**config.mk**
```make
export PLATFORM = sky130hd
export DESIGN_NAME = qam16_demapper_flat
export DESIGN_NICKNAME = d
export VERILOG_FILES = /design/src/rtl/qam16_demapper_if.sv /design/src/rtl/qam16_demapper.sv /design/src/flat_wrapper.sv
export SDC_FILE = /design/constraint.sdc
export NUM_CORES = 1
export LEC_CHECK = 0
export ABC_AREA = 1
export BUFFER_PORTS_ARGS = -buffer_cell sky130_fd_sc_hd__buf_4
export CELL_PAD_IN_SITES_DETAIL_PLACEMENT = 1
export CELL_PAD_IN_SITES_GLOBAL_PLACEMENT = 2
export CORE_MARGIN = 3
export CORE_UTILIZATION = 32
export CTS_BUF_LIST = sky130_fd_sc_hd__clkbuf_8
export DETAILED_ROUTE_END_ITERATION = 6
export HOLD_SLACK_MARGIN = 0.12
export PLACE_DENSITY_LB_ADDON = 0.1
export SYNTH_ARGS = -nofsm -noshare
export SYNTH_HDL_FRONTEND = slang
export SYNTH_SLANG_ARGS = --single-unit
```
**constraint.sdc**
```tcl
create_clock -name clk -period 3.59 [get_ports clk]
set_input_delay 0.1795 -clock clk [delete_from_list [all_inputs] [get_ports clk]]
set_output_delay 0.1795 -clock clk [all_outputs]
set_load 0.005 [all_outputs]
```
**src/rtl/qam16_demapper_if.sv**
```systemverilog
// Sample-in / packed-word-out stream bundle for the QAM16 demapper.
// Modport slave is the demapper side; modport master is the source/sink side.
interface qam16_demapper_if;
  logic [31:0] t0_data;
  logic        t0_last;
  logic        t0_valid;
  logic        t0_ready;
  logic [31:0] i_data;
  logic        i_last;
  logic        i_valid;
  logic        i_ready;

  modport slave (
    input  t0_data, t0_last, t0_valid, i_ready,
    output t0_ready, i_data, i_last, i_valid
  );

  modport master (
    output t0_data, t0_last, t0_valid, i_ready,
    input  t0_ready, i_data, i_last, i_valid
  );
endinterface

```
**src/rtl/qam16_demapper.sv**
```systemverilog
// Hard-decision QAM16 demapper: slices each I/Q sample to a 4-bit symbol
// and packs eight symbols per 32-bit output word (first symbol in [3:0]).
module qam16_demapper #(
  parameter int SYMS_PER_WORD = 8
) (
  input  logic        clk,
  input  logic        rstf,
  input  logic [14:0] thresh,
  qam16_demapper_if.slave bus
);

  generate
    if (SYMS_PER_WORD != 8) begin : g_bad_param
      $error("qam16_demapper: SYMS_PER_WORD must be 8");
    end
  endgenerate

  typedef enum logic {ST_RST, ST_RUN} state_t;

  state_t      r_state;
  state_t      w_state_next;
  logic        w_t0_ready;
  logic        w_accept;
  logic        w_complete;
  logic [3:0]  w_nib;
  logic [31:0] w_acc_next;
  logic [2:0]  r_cnt;
  logic [31:0] r_acc;
  logic [31:0] r_data;
  logic        r_last;
  logic        r_valid;

  // T is zero-extended and x sign-extended so -T never overflows at thresh=0x7FFF.
  function automatic logic [1:0] slice(input logic [15:0] x, input logic [14:0] th);
    logic signed [16:0] xs;
    logic signed [16:0] ts;
    xs = {x[15], x};
    ts = {2'b00, th};
    if (xs >= ts)            slice = 2'b10;
    else if (xs >= 17'sd0)   slice = 2'b11;
    else if (xs >= -ts)      slice = 2'b01;
    else                     slice = 2'b00;
  endfunction

  always_ff @(posedge clk) begin
    if (!rstf) r_state <= ST_RST;
    else       r_state <= w_state_next;
  end

  always_comb begin
    w_state_next = r_state;
    w_t0_ready   = 1'b0;
    case (r_state)
      ST_RST: w_state_next = ST_RUN;
      ST_RUN: w_t0_ready   = !r_valid || bus.i_ready;
    endcase
  end

  assign w_accept   = bus.t0_valid && w_t0_ready;
  assign w_nib      = {slice(bus.t0_data[31:16], thresh), slice(bus.t0_data[15:0], thresh)};
  assign w_complete = (r_cnt == 3'(SYMS_PER_WORD - 1)) || bus.t0_last;

  genvar gi;
  generate
    for (gi = 0; gi < SYMS_PER_WORD; gi++) begin : g_nib
      assign w_acc_next[4*gi +: 4] = (r_cnt == 3'(gi)) ? w_nib : r_acc[4*gi +: 4];
    end
  endgenerate

  // A completing accept can only happen when the output slot is free or draining,
  // so loading the word here never overwrites an undelivered one.
  always_ff @(posedge clk) begin
    if (!rstf) begin
      r_acc   <= '0;
      r_cnt   <= '0;
      r_data  <= '0;
      r_last  <= 1'b0;
      r_valid <= 1'b0;
    end else begin
      if (r_valid && bus.i_ready)
        r_valid <= 1'b0;
      if (w_accept) begin
        if (w_complete) begin
          r_data  <= w_acc_next;
          r_last  <= bus.t0_last;
          r_valid <= 1'b1;
          r_acc   <= '0;
          r_cnt   <= '0;
        end else begin
          r_acc <= w_acc_next;
          r_cnt <= r_cnt + 3'd1;
        end
      end
    end
  end

  assign bus.t0_ready = w_t0_ready;
  assign bus.i_data   = r_data;
  assign bus.i_last   = r_last;
  assign bus.i_valid  = r_valid;

endmodule

```
**src/flat_wrapper.sv**
```systemverilog
// flat-port wrapper written by rule: the top's interface ports become plain ports
module qam16_demapper_flat 
#(
  parameter int SYMS_PER_WORD = 8
)
  (clk, rstf, thresh, bus_t0_data, bus_t0_last, bus_t0_valid, bus_i_ready, bus_t0_ready, bus_i_data, bus_i_last, bus_i_valid);
  qam16_demapper_if bus_i ();
  input  logic clk;
  input  logic rstf;
  input  logic [14:0] thresh;
  input wire logic [$bits(bus_i.t0_data)-1:0] bus_t0_data;
  input wire logic [$bits(bus_i.t0_last)-1:0] bus_t0_last;
  input wire logic [$bits(bus_i.t0_valid)-1:0] bus_t0_valid;
  input wire logic [$bits(bus_i.i_ready)-1:0] bus_i_ready;
  output wire logic [$bits(bus_i.t0_ready)-1:0] bus_t0_ready;
  output wire logic [$bits(bus_i.i_data)-1:0] bus_i_data;
  output wire logic [$bits(bus_i.i_last)-1:0] bus_i_last;
  output wire logic [$bits(bus_i.i_valid)-1:0] bus_i_valid;
  assign bus_i.t0_data = bus_t0_data;
  assign bus_i.t0_last = bus_t0_last;
  assign bus_i.t0_valid = bus_t0_valid;
  assign bus_i.i_ready = bus_i_ready;
  assign bus_t0_ready = bus_i.t0_ready;
  assign bus_i_data = bus_i.i_data;
  assign bus_i_last = bus_i.i_last;
  assign bus_i_valid = bus_i.i_valid;
  qam16_demapper #(.SYMS_PER_WORD(SYMS_PER_WORD)) u_core (.clk(clk), .rstf(rstf), .thresh(thresh), .bus(bus_i));
endmodule
```
==> results.py <==
metrics = {
    "run_status": {
        "status": "finished, final reports clean",
    },
    "final_layout": {
        "nets": 914,
        "antennaDiodeCount": 0,
        "area_growth_pct": 22.8,
        "multi_input_area_sq_um": 3120,
        "utilization": 0.407,
        "fillCellCount": 1866,
        "regArea_sq_um": 1400,
        "drive_above_1_share": 0.185,
    },
    "setup_path": {
        "cp_max_fo": 8,
        "cp.required_ns": 3.85,
        "cp-end-kind": "register",
        "critPathLaunchType": "primary input",
        "crit_type": "primary input to register",
        "crit_arrival_ns": 3.20,
    },
    "synthesis": {
        "synth_fp_nets": 829,
        "yosysSeqAreaShare": 0.287,
        "synthArstFlopShare": 0,
        "synth_edf_count": 0,
        "ys_types": 31,
        "synthFlopType": "dfxtp_1",
        "syn_avg_cell_area_sq_um": 6.85,
        "synth_cells": 712,
        "ys_ff_latch": 70,
        "yosys_warnings": 0,
        "synth_area_sq_um": 4880,
    },
    "pwr": {
        "ir_worst_vdd_mv": 0.221,
        "leakage_nw": 2.88,
        "finalPower_mw": 2.02,
        "pwr_density_cell_nw_per_um2": 338,
    },
    "placed_design": {
        "hpwl_um": 12500,
        "port_buffers": 86,
        "gp_congestion": 0.847,
    },
    "routing": {
        "vias": 4904,
        "dr.pass1.iters": 4,
        "drc_errors": 0,
        "detail_route.wl_per_cell_um": 15.9,
        "viasPerCell": 4.97,
        "antenna_left": 0,
        "postRouteWirelength_um": 15700,
        "drt-initial-drc-count": 317,
    },
    "grt": {
        "grt_pass1_vias": 5020,
        "track_usage": 0.191,
        "grt_overflow": 0,
        "antenna_found_initial": 0,
        "grt_max_degree": 46,
        "grt_pass1_wl_um": 25600,
    },
    "sta": {
        "clock_skew_ns": 0.00974,
        "worst_pin_slew_ns": 0.827,
        "rsz0062_at_grt": "no",
        "slew_violations": 0,
        "relSlewSlack": 0.448,
        "setup_viol": 0,
        "tns_ns": 0,
        "period_needed_ns": 2.94,
        "hold_violations": 0,
        "finalCritPeriodShare": 0.818,
        "clock.fmax_ghz": 0.341,
    },
    "clock_tree": {
        "cts.htree.levels": 3,
        "clock_sinks": 70,
        "cts_buffers": 9,
        "cts_tree": "yes",
        "insertion_delay_ns": 0.36,
        "cts_root_buf": "clkbuf_8",
        "clock_path_buffers": 2,
        "path_clk_slew_ns": 0.08,
    },
    "floorplan": {
        "fp.dieH_um": 129,
        "die_w_um": 129,
        "core_sq_um": 14700,
        "die_area_sq_um": 16800,
        "io_pins": 87,
        "start_util": 0.332,
        "num_rows": 44,
    },
    "run": {
        "maxCapViolations": 0,
    },
    "worst_hold_path": {
        "hold_class": "primary input to register",
    },
}
-- state kept, by name, indices dropped and copies added, names as in the netlist --
register and flops:
u_core.r_state 1, u_core.r_acc 32, u_core.bus.i_last 1, u_core.r_cnt 3, u_core.bus.i_data 32, u_core.bus.i_valid 1
-- metal layers --
| metal | vias to the layer above | share of wire | wire [um] | track usage |
|---|---|---|---|---|
| met4 | 0 | 0.0059 | 93 | 0.0355 |
| met5 | - | 0 | 0 | 0 |
| met1 | 2301 | 0.50 | 7850 | 0.278 |
| met3 | 10 | 0.043 | 673 | 0.0317 |
| met2 | 85 | 0.45 | 7040 | 0.302 |
| li1 | 2508 | - | - | - |
-- critical path, cell delays in order --
cell and delay (ns):
buf_4 0.12, inv_1 0.09, ha_1 0.25, inv_1 0.06
nor2_1 0.21, nand2_1 0.15, o21ai_0 0.15, o21ai_0 0.16
ha_1 0.34, a21oi_1 0.15, o21ai_0 0.10, o21bai_1 0.15
or2_2 0.28, nand3_1 0.09, nand2_1 0.06, nand2_1 0.07
nand3_2 0.08, nand2_4 0.14, nand2_1 0.09, nand2_1 0.08
nand2_1 0.07, nand2_1 0.08, inv_1 0.03
-- final timing paths --
kind	startpoint	to	slack (ns)	depth (start not counted)
worst min register to register	u_core.r_acc[29]	u_core.r_acc[29]	0.44	2
worst max register to register	u_core.bus.i_valid	u_core.bus.i_data[3]	1.24	7
worst min-delay path	bus_i_ready	u_core.bus.i_valid	0.21	4
worst max-delay path	thresh[0]	u_core.bus.i_data[14]	0.65	23
-- stage by stage --
stage / std cells / cell area (sq um) / worst slack [ns] / hold slack [ns]
floorplan: 712 / 4880 / 0.998 / 0.207
global placement: 968 / 5720 / 0.369 / 0.424
CTS: 986 / 5990 / 0.621 / 0.180
finish: 986 / 5990 / 0.654 / 0.207
detailed placement: 968 / 5720 / 0.239 / 0.431
global route: 986 / 5990 / 0.327 / 0.191
-- logic make-up (layout without fill, tap and decap cells) --
logic type	Yosys count	count (layout)	share of synthesized area
AO/OA/AOI/OAI	134	134	0.150
XOR/XNOR	9	9	0.0162
adder cells (fa/ha/maj)	65	65	0.167
buffers and inverters	96	186	0.0752
flip-flops	70	70	0.287
AND/OR/NAND/NOR	338	338	0.305
-- synthesized netlist by cell type, types with 2 or more instances --
master | number | area share
xor2_1 | 9 | 0.016
nor3_1 | 7 | 0.0072
nand3_2 | 7 | 0.014
o21ai_0 | 40 | 0.041
nor2_2 | 5 | 0.0064
nor2_1 | 80 | 0.062
o21a_1 | 2 | 0.0031
nor4_1 | 6 | 0.0077
a2bb2oi_1 | 9 | 0.016
inv_1 | 73 | 0.056
nand4_1 | 8 | 0.010
buf_2 | 5 | 0.0051
ha_1 | 65 | 0.17
or2_2 | 15 | 0.019
o21bai_1 | 2 | 0.0031
inv_2 | 3 | 0.0023
clkbuf_1 | 15 | 0.012
dfxtp_1 | 70 | 0.29
nand2_4 | 2 | 0.0046
nand3_1 | 31 | 0.032
nand2_1 | 169 | 0.13
a21oi_1 | 76 | 0.078
nand2_2 | 5 | 0.0064
-- report_power, final --
group	internal, mW	leakage (nW)	switching [mW]
Combinational	0.172	2.20	0.251
Clock	0.463	0.112	0.330
Sequential	0.797	0.568	0.0113
-- layout make-up --
cell class	count	share of cell area
Clock inverter	7	0.0203
Inverter	76	0.0476
Clock buffer	9	0.0207
Multi-Input combinational cell	546	0.520
Sequential cell	70	0.234
Tap cell	184	0.0384
Timing Repair Buffer	94	0.119
-- cells in the final DEF (no fill, tap or decap), types with 2 or more instances in the layout --
cell type	count
ha_1	65
nand3_2	7
nor3_1	7
nand2_4	2
a21oi_1	76
nor2_4	2
nor2_2	5
buf_4	92
xor2_1	9
nand2_2	5
o21ai_0	40
o21a_1	2
a2bb2oi_1	9
nor2_1	79
dfxtp_1	70
nand3_1	31
clkinvlp_4	3
bufinv_16	3
nand2_1	169
inv_1	73
nor4_1	6
dlygate4sd3_1	2
nand4_1	8
or2_2	15
o21bai_1	2
inv_2	3
clkbuf_8	9
-- timing repair --
| item | CTS | global route |
|---|---|---|
| buffers inserted | 0 | 0 |
| hold endpoints to repair | 2 | 0 |
| gates resized for setup | 0 | 0 |
| hold buffers | 2 | 0 |
No activity file was read; power rests on OpenSTA's default activity.
